===== config.mk =====
export PLATFORM = sky130hd
export DESIGN_NAME = lamp_frame_arbiter_flat
export DESIGN_NICKNAME = d
export VERILOG_FILES = /design/src/rtl/lamp_frame_arbiter_if.sv /design/src/rtl/lamp_frame_arbiter.sv /design/src/flat_wrapper.sv
export SDC_FILE = /design/constraint.sdc
export NUM_CORES = 1
export LEC_CHECK = 0
export ABC_AREA = 1
export BUFFER_PORTS_ARGS = -buffer_cell sky130_fd_sc_hd__buf_2
export CAP_MARGIN = 0
export CORE_AREA = 2 2 89 155
export CTS_BUF_LIST = sky130_fd_sc_hd__clkbuf_8
export DETAILED_ROUTE_END_ITERATION = 6
export DIE_AREA = 0 0 91 157
export HOLD_SLACK_MARGIN = 0.12
export PLACE_DENSITY = 0.75
export RECOVER_POWER = 100
export SYNTH_ARGS = -nofsm -noshare
export SYNTH_HDL_FRONTEND = slang
export SYNTH_SLANG_ARGS = --single-unit

===== constraint.sdc =====
create_clock -name sys_clk -period 3.4 [get_ports sys_clk]
set_clock_uncertainty 0.15 [all_clocks]
set_input_delay 0.51 -clock sys_clk [delete_from_list [all_inputs] [get_ports sys_clk]]
set_output_delay 0.51 -clock sys_clk [all_outputs]
set_load 0.005 [all_outputs]

===== src/rtl/lamp_frame_arbiter_if.sv =====
// lamp_frame_arbiter_if: requester handshakes and serial-chain outputs of the lamp frame arbiter.
interface lamp_frame_arbiter_if #(
    parameter int WIDTH = 40
);
    logic             req_a;
    logic [WIDTH-1:0] data_a;
    logic             ack_a;
    logic             req_b;
    logic [WIDTH-1:0] data_b;
    logic             ack_b;
    logic             sdata;
    logic             shift_pulse;
    logic             latch_clk;
    logic             busy;
    logic             done;
    logic             grant_src;

    modport master (
        output req_a, data_a, req_b, data_b,
        input  ack_a, ack_b, sdata, shift_pulse, latch_clk, busy, done, grant_src
    );

    modport slave (
        input  req_a, data_a, req_b, data_b,
        output ack_a, ack_b, sdata, shift_pulse, latch_clk, busy, done, grant_src
    );
endinterface


===== src/rtl/lamp_frame_arbiter.sv =====
// lamp_frame_arbiter: round-robin arbiter that shifts a captured frame LSB-first onto the lamp chain
// and latches it, skipping frames identical to the one already latched.
module lamp_frame_arbiter #(
    parameter int WIDTH   = 40,
    parameter int CLK_DIV = 20
) (
    input logic                 sys_clk,
    input logic                 rst,
    lamp_frame_arbiter_if.slave bus
);
    localparam int IW = (WIDTH > 1) ? $clog2(WIDTH) : 1;
    localparam int CW = $clog2(CLK_DIV);
    localparam logic [IW-1:0] IDX_LAST = IW'(WIDTH - 1);
    localparam logic [CW-1:0] CNT_LAST = CW'(CLK_DIV - 1);
    localparam logic [1:0] IDLE  = 2'd0;
    localparam logic [1:0] SETUP = 2'd1;
    localparam logic [1:0] SHIFT = 2'd2;
    localparam logic [1:0] LATCH = 2'd3;

    logic [1:0]       state_q, state_d;
    logic [IW-1:0]    idx_q, idx_d;
    logic [CW-1:0]    cnt_q, cnt_d;
    logic [WIDTH-1:0] frame_q, frame_d;
    logic [WIDTH-1:0] shadow_q, shadow_d;
    logic             last_valid_q, last_valid_d;
    logic             rr_q, rr_d;
    logic             ack_a_q, ack_a_d;
    logic             ack_b_q, ack_b_d;
    logic             sdata_q, sdata_d;
    logic             shift_q, shift_d;
    logic             latch_q, latch_d;
    logic             busy_q, busy_d;
    logic             done_q, done_d;
    logic             grant_q, grant_d;

    logic             elig_a, elig_b, pick_b, dup, phase_end;
    logic [WIDTH-1:0] win_data;
    logic [IW-1:0]    idx_nx;

    // A requester whose ack is showing this cycle has already been served.
    assign elig_a    = bus.req_a & ~ack_a_q;
    assign elig_b    = bus.req_b & ~ack_b_q;
    assign pick_b    = elig_b & (~elig_a | ~rr_q);
    assign win_data  = pick_b ? bus.data_b : bus.data_a;
    assign dup       = last_valid_q & (win_data == shadow_q);
    assign phase_end = cnt_q == CNT_LAST;
    assign idx_nx    = idx_q + IW'(1);
    assign cnt_d     = (state_q == IDLE || phase_end) ? '0 : cnt_q + CW'(1);

    always_comb begin
        state_d      = state_q;
        idx_d        = idx_q;
        frame_d      = frame_q;
        shadow_d     = shadow_q;
        last_valid_d = last_valid_q;
        rr_d         = rr_q;
        ack_a_d      = 1'b0;
        ack_b_d      = 1'b0;
        sdata_d      = sdata_q;
        shift_d      = shift_q;
        latch_d      = latch_q;
        busy_d       = busy_q;
        done_d       = 1'b0;
        grant_d      = grant_q;
        case (state_q)
            IDLE: if (elig_a | elig_b) begin
                ack_a_d = ~pick_b;
                ack_b_d = pick_b;
                grant_d = pick_b;
                rr_d    = pick_b;
                frame_d = win_data;
                if (!dup) begin
                    state_d = SETUP;
                    idx_d   = '0;
                    busy_d  = 1'b1;
                    sdata_d = win_data[0];
                end
            end
            SETUP: if (phase_end) begin
                state_d = SHIFT;
                shift_d = 1'b1;
            end
            SHIFT: if (phase_end) begin
                shift_d = 1'b0;
                if (idx_q != IDX_LAST) begin
                    state_d = SETUP;
                    idx_d   = idx_nx;
                    sdata_d = frame_q[idx_nx];
                end else begin
                    state_d = LATCH;
                    latch_d = 1'b1;
                    sdata_d = 1'b0;
                end
            end
            default: if (phase_end) begin
                state_d      = IDLE;
                latch_d      = 1'b0;
                busy_d       = 1'b0;
                done_d       = 1'b1;
                shadow_d     = frame_q;
                last_valid_d = 1'b1;
            end
        endcase
    end

    always_ff @(posedge sys_clk or posedge rst) begin
        if (rst) begin
            state_q      <= IDLE;
            idx_q        <= '0;
            cnt_q        <= '0;
            frame_q      <= '0;
            shadow_q     <= '0;
            last_valid_q <= 1'b0;
            rr_q         <= 1'b1;
            ack_a_q      <= 1'b0;
            ack_b_q      <= 1'b0;
            sdata_q      <= 1'b0;
            shift_q      <= 1'b0;
            latch_q      <= 1'b0;
            busy_q       <= 1'b0;
            done_q       <= 1'b0;
            grant_q      <= 1'b0;
        end else begin
            state_q      <= state_d;
            idx_q        <= idx_d;
            cnt_q        <= cnt_d;
            frame_q      <= frame_d;
            shadow_q     <= shadow_d;
            last_valid_q <= last_valid_d;
            rr_q         <= rr_d;
            ack_a_q      <= ack_a_d;
            ack_b_q      <= ack_b_d;
            sdata_q      <= sdata_d;
            shift_q      <= shift_d;
            latch_q      <= latch_d;
            busy_q       <= busy_d;
            done_q       <= done_d;
            grant_q      <= grant_d;
        end
    end

    assign bus.ack_a       = ack_a_q;
    assign bus.ack_b       = ack_b_q;
    assign bus.sdata       = sdata_q;
    assign bus.shift_pulse = shift_q;
    assign bus.latch_clk   = latch_q;
    assign bus.busy        = busy_q;
    assign bus.done        = done_q;
    assign bus.grant_src   = grant_q;
endmodule

===== src/flat_wrapper.sv =====
// flat-port wrapper written by rule: the top's interface ports become plain ports
module lamp_frame_arbiter_flat 
#(
    parameter int WIDTH   = 40,
    parameter int CLK_DIV = 20
)
  (sys_clk, rst, bus_req_a, bus_data_a, bus_req_b, bus_data_b, bus_ack_a, bus_ack_b, bus_sdata, bus_shift_pulse, bus_latch_clk, bus_busy, bus_done, bus_grant_src);
  lamp_frame_arbiter_if #(.WIDTH(WIDTH)) bus_i ();
  input logic sys_clk;
  input logic rst;
  input wire logic [$bits(bus_i.req_a)-1:0] bus_req_a;
  input wire logic [$bits(bus_i.data_a)-1:0] bus_data_a;
  input wire logic [$bits(bus_i.req_b)-1:0] bus_req_b;
  input wire logic [$bits(bus_i.data_b)-1:0] bus_data_b;
  output wire logic [$bits(bus_i.ack_a)-1:0] bus_ack_a;
  output wire logic [$bits(bus_i.ack_b)-1:0] bus_ack_b;
  output wire logic [$bits(bus_i.sdata)-1:0] bus_sdata;
  output wire logic [$bits(bus_i.shift_pulse)-1:0] bus_shift_pulse;
  output wire logic [$bits(bus_i.latch_clk)-1:0] bus_latch_clk;
  output wire logic [$bits(bus_i.busy)-1:0] bus_busy;
  output wire logic [$bits(bus_i.done)-1:0] bus_done;
  output wire logic [$bits(bus_i.grant_src)-1:0] bus_grant_src;
  assign bus_i.req_a = bus_req_a;
  assign bus_i.data_a = bus_data_a;
  assign bus_i.req_b = bus_req_b;
  assign bus_i.data_b = bus_data_b;
  assign bus_ack_a = bus_i.ack_a;
  assign bus_ack_b = bus_i.ack_b;
  assign bus_sdata = bus_i.sdata;
  assign bus_shift_pulse = bus_i.shift_pulse;
  assign bus_latch_clk = bus_i.latch_clk;
  assign bus_busy = bus_i.busy;
  assign bus_done = bus_i.done;
  assign bus_grant_src = bus_i.grant_src;
  lamp_frame_arbiter #(.WIDTH(WIDTH), .CLK_DIV(CLK_DIV)) u_core (.sys_clk(sys_clk), .rst(rst), .bus(bus_i));
endmodule

==> out/metrics.yaml, run 1 <==
status: "finished, violations left"
failed_checks: "max-capacitance violations, max-slew violations"
ant_nets: 0
place_ws_ps: 492.5
cellPowerDensity_mw_per_mm2: 659.6
synth_cell_types: 31
syn_area_mm2: 0.006151
syn_inst: 889
syn_area_per_cell_um2: 6.919
die_h_um: 157
drv_cap: 1
numPortBuffers: 91
ys_warn_count: 0
cts_setup_buffers: 0
clkLatencyLatePin_ps: 390
place.gp.congestion: 0.8301
finalCriticalPeriod_ps: 2956
min_period_over_period_pct: 86.94
design.core.area_mm2: 0.01294
layout.nets: 1055
whs_path_depth: 3
rsz0062_at_grt: "false"
syn2layout_area_growth_pct: 12.94
worstSetupPathType: "flip-flop to flip-flop"
cts_buffers: 9
dr.pass1.iters: 5
vias: 5840
drt-wirelength-per-cell_um: 13.96
tightest_slew_ps: 1908
drive_above_1_share_pct: 12.68
leakage_nw: 3.724
cts_sinks: 103
rr_worst_depth: 17
grt_remaining_overflow: 0
setup_ws_ps: 444.1
r2r-end: "u_core.idx_q[0]"
ys_seq_area_share_pct: 41.92
cp_max_fo: 22
worstHoldStart: "bus_data_a[23]"
power_mw: 4.582
hpwl_um: 11430
die_x_um: 91
synth_seq_cells: 103
drc_errors: 0
cts_hold_buf: 1
fp.dieArea_mm2: 0.01429
clock_path_buffers: 2
syn_nets: 979
max_freq_ghz: 0.3383
hold_violations: 0
start_util_pct: 47.54
setup_viol: 0
vdd_drop_max_mv: 0.6308
min_to: "u_core.frame_q[23]"
grt_use_total_pct: 23.36
synth_top_area_share_pct: 41.50
synth_area_leaders: "dfrtp_1 41%, nand2_1 18%, inv_1 9.0%"
drt_iter0_markers: 322
rows: 55
antenna_found_initial: 0
cts-resized-gates: 0
slew_headroom_pct: -27.35
cp-end-kind: "flip-flop"
wl_um: 15930
slew_violations: 49
grt_max_degree: 62
critPathLaunchType: "flip-flop"
cts_tree: "yes"
avgViaCountPerCell: 5.118
htree_levels: 3
grt_first_pass_wirelength_um: 26900
cp.arrival_ps: 3130
tns_ps: 0
io_pins: 92
path_clk_slew_ps: 120
critPathRequiredTime_ps: 3570
clock_tree.root_cell: "clkbuf_8"
yosysTopAreaCell: "dfrtp_1"
worstReg2RegStart: "u_core.rr_q"
finish.instance_area_mm2: 0.006947
r2r_setup_slack_ps: 440
hold_class: "input port to flip-flop"
grt_pass1_vias: 5780
n_antenna_cell: 0
placed_area_mm2: 0.006753
report_power, final:
group	internal [mW]	switching (mW)	leakage, nW	total, mW
Combinational	0.658	1.34	2.28	2.00
Sequential	1.54	0.220	1.35	1.76
Clock	0.350	0.470	0.0968	0.820
Total	2.55	2.03	3.72	4.58
cell families (layout without fill, tap and decap cells):
logic type	count (synthesis)	in the layout	share of synthesized area [%]
compound gates	131	131	11.45
flops	103	103	41.92
fa+ha+maj	6	6	1.220
buf+inv	188	269	12.18
simple gates	455	455	32.36
xor+xnor	6	6	0.8543
worst max-delay path by stage:
stage	startpoint	to	cells past startpoint
after floorplan	rst	u_core.bus.ack_a	1
after global placement	bus_req_b	u_core.state_q[0]	18
after detailed placement	bus_req_b	u_core.state_q[0]	18
after CTS	u_core.rr_q	u_core.state_q[1]	17
after global routing	u_core.rr_q	u_core.idx_q[4]	17
final	u_core.rr_q	u_core.idx_q[0]	17
area by class of cell:
class                           instances  area (um2)
Clock buffer                            9       123.9
Clock inverter                          7       80.08
Fill cell                            1334        5991
Inverter                              151       566.8
Multi-Input combinational cell        598        2815
Sequential cell                       103        2579
Tap cell                              171       214.0
Timing Repair Buffer                  102       568.0
per-stage QoR:
step / instances / utilization (%) / hold slack (ps)
final: 1141 / 53.69 / 252.4
after global routing: 1141 / 53.69 / 276.1
after CTS: 1141 / 53.85 / 259.1
after detailed placement: 1124 / 52.20 / 304.7
after global placement: 1124 / 52.20 / 305.3
after floorplan: 889 / - / 282.9
flip-flops by register name (all words and copies together) (netlist names), 2 cells and up:
register         cells
u_core.shadow_q     40
u_core.state_q       2
u_core.cnt_q         5
u_core.frame_q      40
u_core.idx_q         6
cells in the mapped netlist, drive strengths merged:
cell and instances:
nand2 289, inv 150, dfrtp 102, o21ai 99, nand3 89, nor2 37, nand3b 32, clkbuf 22
a21oi 15, buf 15, o211ai 9, nand4 7, ha 6, xor2 5, a31oi 3, a41oi 2
clkinv 1, dfstp 1, o2111ai 1, o22ai 1, o31ai 1, or2 1, xnor2 1
critical path: stages (launching register included):
cell and delay [ps]:
dfstp_2 550, nand3_2 90, nand2_2 330, buf_12 220
nand2_1 90, nand2_1 100, nand2_1 50, nand2_1 60
nand2_1 50, nor2_1 130, nand2_1 110, nor2_1 140
nand3_1 90, nand2_1 60, nand2_1 230, nand3_1 280
nand2_1 80, nand2_1 60
metal layers:
metal | up-vias | track usage, % | share of wire [%]
met3 | 23 | 3.159 | 3.8
met2 | 140 | 42.93 | 53
li1 | 2945 | - | -
met1 | 2732 | 27.65 | 42
met4 | 0 | 8.442 | 1.9
met5 | - | 0 | 0
layout by cell type, fill, tap and decap left out, types with 2 or more instances in the layout:
| cell | count |
|---|---|
| nand2_1 | 288 |
| inv_1 | 147 |
| dfrtp_1 | 102 |
| o21ai_0 | 94 |
| nand3_1 | 88 |
| buf_2 | 87 |
| nor2_1 | 36 |
| nand3b_1 | 32 |
| a21oi_1 | 15 |
| o211ai_1 | 9 |
| clkbuf_8 | 9 |
| nand4_1 | 7 |
| ha_1 | 6 |
| xor2_1 | 5 |
| buf_4 | 5 |
| clkbuf_1 | 4 |
| inv_2 | 3 |
| o21ai_1 | 3 |
| a31oi_1 | 3 |
| inv_6 | 3 |
| buf_12 | 3 |
| o21ai_2 | 2 |
| a41oi_1 | 2 |
| clkinvlp_4 | 2 |
| clkbuf_2 | 2 |
Note: power is estimated with default switching activity, not from simulation.
==> run 2, diff against run 1 <==
CELL_PAD_IN_SITES_DETAIL_PLACEMENT = 0   (was default)
CELL_PAD_IN_SITES_GLOBAL_PLACEMENT = 1   (was default)
CORE_AREA = 2 2 131 133   (was 2 2 89 155)
DIE_AREA = 0 0 133 135   (was 0 0 91 157)
PLACE_DENSITY = 0.81   (was 0.75)
==> out/metrics.yaml, run 2 (synthesized netlist as in run 1, its figures left out) <==
grt_use_total_pct: 19.71  # -3.6 points
largestRegisters: "u_core.frame_q: 40 flops, u_core.shadow_q: 40 flops, u_core.idx_q: 6 flops"
comb_power_share_pct: 43.6  # about the same
failed_checks: "max-capacitance violations, max-slew violations"
cp-end-kind: "flip-flop"
ant_nets: 0  # unchanged
power_mw: 4.569  # -0.29%
path_clk_slew_ps: 100  # -20 ps
min_period_over_period_pct: 86.19  # -0.74 points
dr.pass1.iters: 5  # unchanged
start_util_pct: 37.49  # -10 points
tns_ps: 0  # unchanged
cts_setup_buffers: 0  # unchanged
clkLatencyLatePin_ps: 390  # about the same
clock_path_buffers: 2  # unchanged
hpwl_um: 11600  # +1.5%
leakage_nw: 3.723  # about the same
tightest_slew_ps: 1907  # -0.8777 ps
die_x_um: 133  # +46%
vias: 5597  # -4.2%
grt_first_pass_wirelength_um: 28080  # +4.4%
cp.arrival_ps: 3110  # -20 ps
critPathRequiredTime_ps: 3580  # about the same
crit_chain: "nand3_1 -> nand2_2 -> buf_4 -> nand2_1 -> nand3_1 -> nand2_1 -> inv_1 -> nand2_1 -> nor2_1 -> nand2_1 -> nor2_1 -> nand3_1 -> nand2_1 -> nand2_2 -> nand3_1 -> nand2_1 -> nand2_1"
drc_errors: 0  # unchanged
power_frac_clock_pct: 18.0  # about the same
drt-wirelength-per-cell_um: 13.98  # +0.13%
drive_above_1_share_pct: 12.37  # -0.31 points
rows: 47  # -15%
worstSetupPathType: "flip-flop to flip-flop"
switching_share_pct: 44.07  # -0.20 points
fin_cells: 1190  # +4.3%
max_freq_ghz: 0.3412  # +0.86%
rsz0062_at_grt: "false"
hold_class: "input port to flip-flop"
grt_remaining_overflow: 0  # unchanged
die_h_um: 135  # -14%
n_antenna_cell: 0  # unchanged
syn2layout_area_growth_pct: 13.81
layout_common_cells: "287 x nand2_1, 147 x inv_1, 102 x dfrtp_1"
setup_viol: 0  # unchanged
worst_path_most_repeated_cell: "nand2_1"
critPathLaunchType: "flip-flop"
hold_violations: 0  # unchanged
slew_violations: 42  # -14%
max_stage_delay_ps: 540  # about the same
intPower_mw: 2.555  # about the same
slowest_stage: "dfstp_1"
status: "finished, violations left"
wl_um: 16630  # +4.4%
fp.dieArea_mm2: 0.01796  # +26%
numPortBuffers: 91  # unchanged
dpl.cell_count: 1173  # +4.4%
drt_iter0_markers: 383  # +19%
cellPowerDensity_mw_per_mm2: 652.6  # -1.1%
vdd_drop_max_mv: 0.2219  # -65%
cts_sinks: 103  # unchanged
antenna_found_initial: 0  # unchanged
final_common_cell: "nand2_1"
htree_levels: 3  # unchanged
clock_tree.root_cell: "clkbuf_8"
cts_tree: "yes"
cts_buffers: 9  # unchanged
io_pins: 92  # unchanged
finalCriticalPeriod_ps: 2931  # -25.32 ps
layout.nets: 1055  # unchanged
drv_cap: 1  # unchanged
design.core.area_mm2: 0.01641  # +27%
grt_max_degree: 63  # +1.6%
pwr-share-seq_pct: 38.4  # about the same
slew_headroom_pct: -27.85  # -0.50 points
grt_pass1_vias: 5520  # -4.5%
place.gp.congestion: 0.8084  # -2.6%
cp_max_fo: 34  # +55%
p_switching_mw: 2.014  # -0.74%
avgViaCountPerCell: 4.703  # -8.1%
## run 2: routing by layer
layer / global-route usage [%] / vias up / part of all wire [%]
met4: 4.898 / 0 / 1.1
met2: 31.98 / 124 / 45
li1: - / 2945 / -
met1: 27.19 / 2516 / 50
met5: 0 / - / 0
met3: 3.904 / 12 / 4.7
## run 2: worst paths after layout
path | startpoint | to | slack [ps] | cells past startpoint
worst max-delay path | u_core.rr_q | u_core.idx_q[1] | 470 | 17
worst min-delay path | bus_data_a[23] | u_core.frame_q[23] | 260 | 3
worst max register to register | u_core.rr_q | u_core.idx_q[1] | 470 | 17
worst min register to register | u_core.cnt_q[0] | u_core.cnt_q[0] | 320 | 1
max in group asynchronous | rst | u_core.shadow_q[28] | 1110 | 4
min in group asynchronous | rst | u_core.shadow_q[2] | 960 | 3
## run 2: repair_timing
action	in CTS	in global routing
gates resized for setup	0	0
endpoints found under the hold margin	41	0
hold buffers	1	0
## run 2: through the flow
| stage | hold slack [ps] | area (um2) | utilization (%) | worst slack, ps |
|---|---|---|---|---|
| 6_report | 258.1 | 7000 | 42.67 | 469.4 |
| 5_1_grt | 260.4 | 7000 | 42.67 | 118.2 |
| 4_1_cts | 241.4 | 7027 | 42.83 | 607.5 |
| 3_5_place_dp | 311.5 | 6814 | 41.53 | 469.3 |
| 3_3_place_gp | 304.0 | 6814 | 41.53 | 514.4 |
| 2_1_floorplan | 282.9 | 6151 | - | 37.82 |
## run 2: area by class of cell
cell class / instances / area (um2)
timing repair buffer: 102 / 563.0
clock inverter: 6 / 65.06
tap: 220 / 275.3
clock buffer: 10 / 137.6
multi-input combinational: 598 / 2813
inverter: 151 / 568.0
fill: 1732 / 9407
sequential: 103 / 2579
## run 2: worst max-delay path, delay by kind of cell (launching register included)
family | cells | cell delay (ps)
flip-flops | 1 | 540
buffers and inverters | 2 | 400
AND/OR/NAND/NOR | 15 | 1750
## run 2: power by group through the flow
stage	combinational [mW]	sequential, mW	clock [mW]
after floorplan	1.48	1.72	0
after global placement	1.99	1.77	0
after detailed placement	2.02	1.77	0
after CTS	2.02	1.75	0.858
after global routing	2.31	1.79	0.901
final	1.99	1.75	0.822
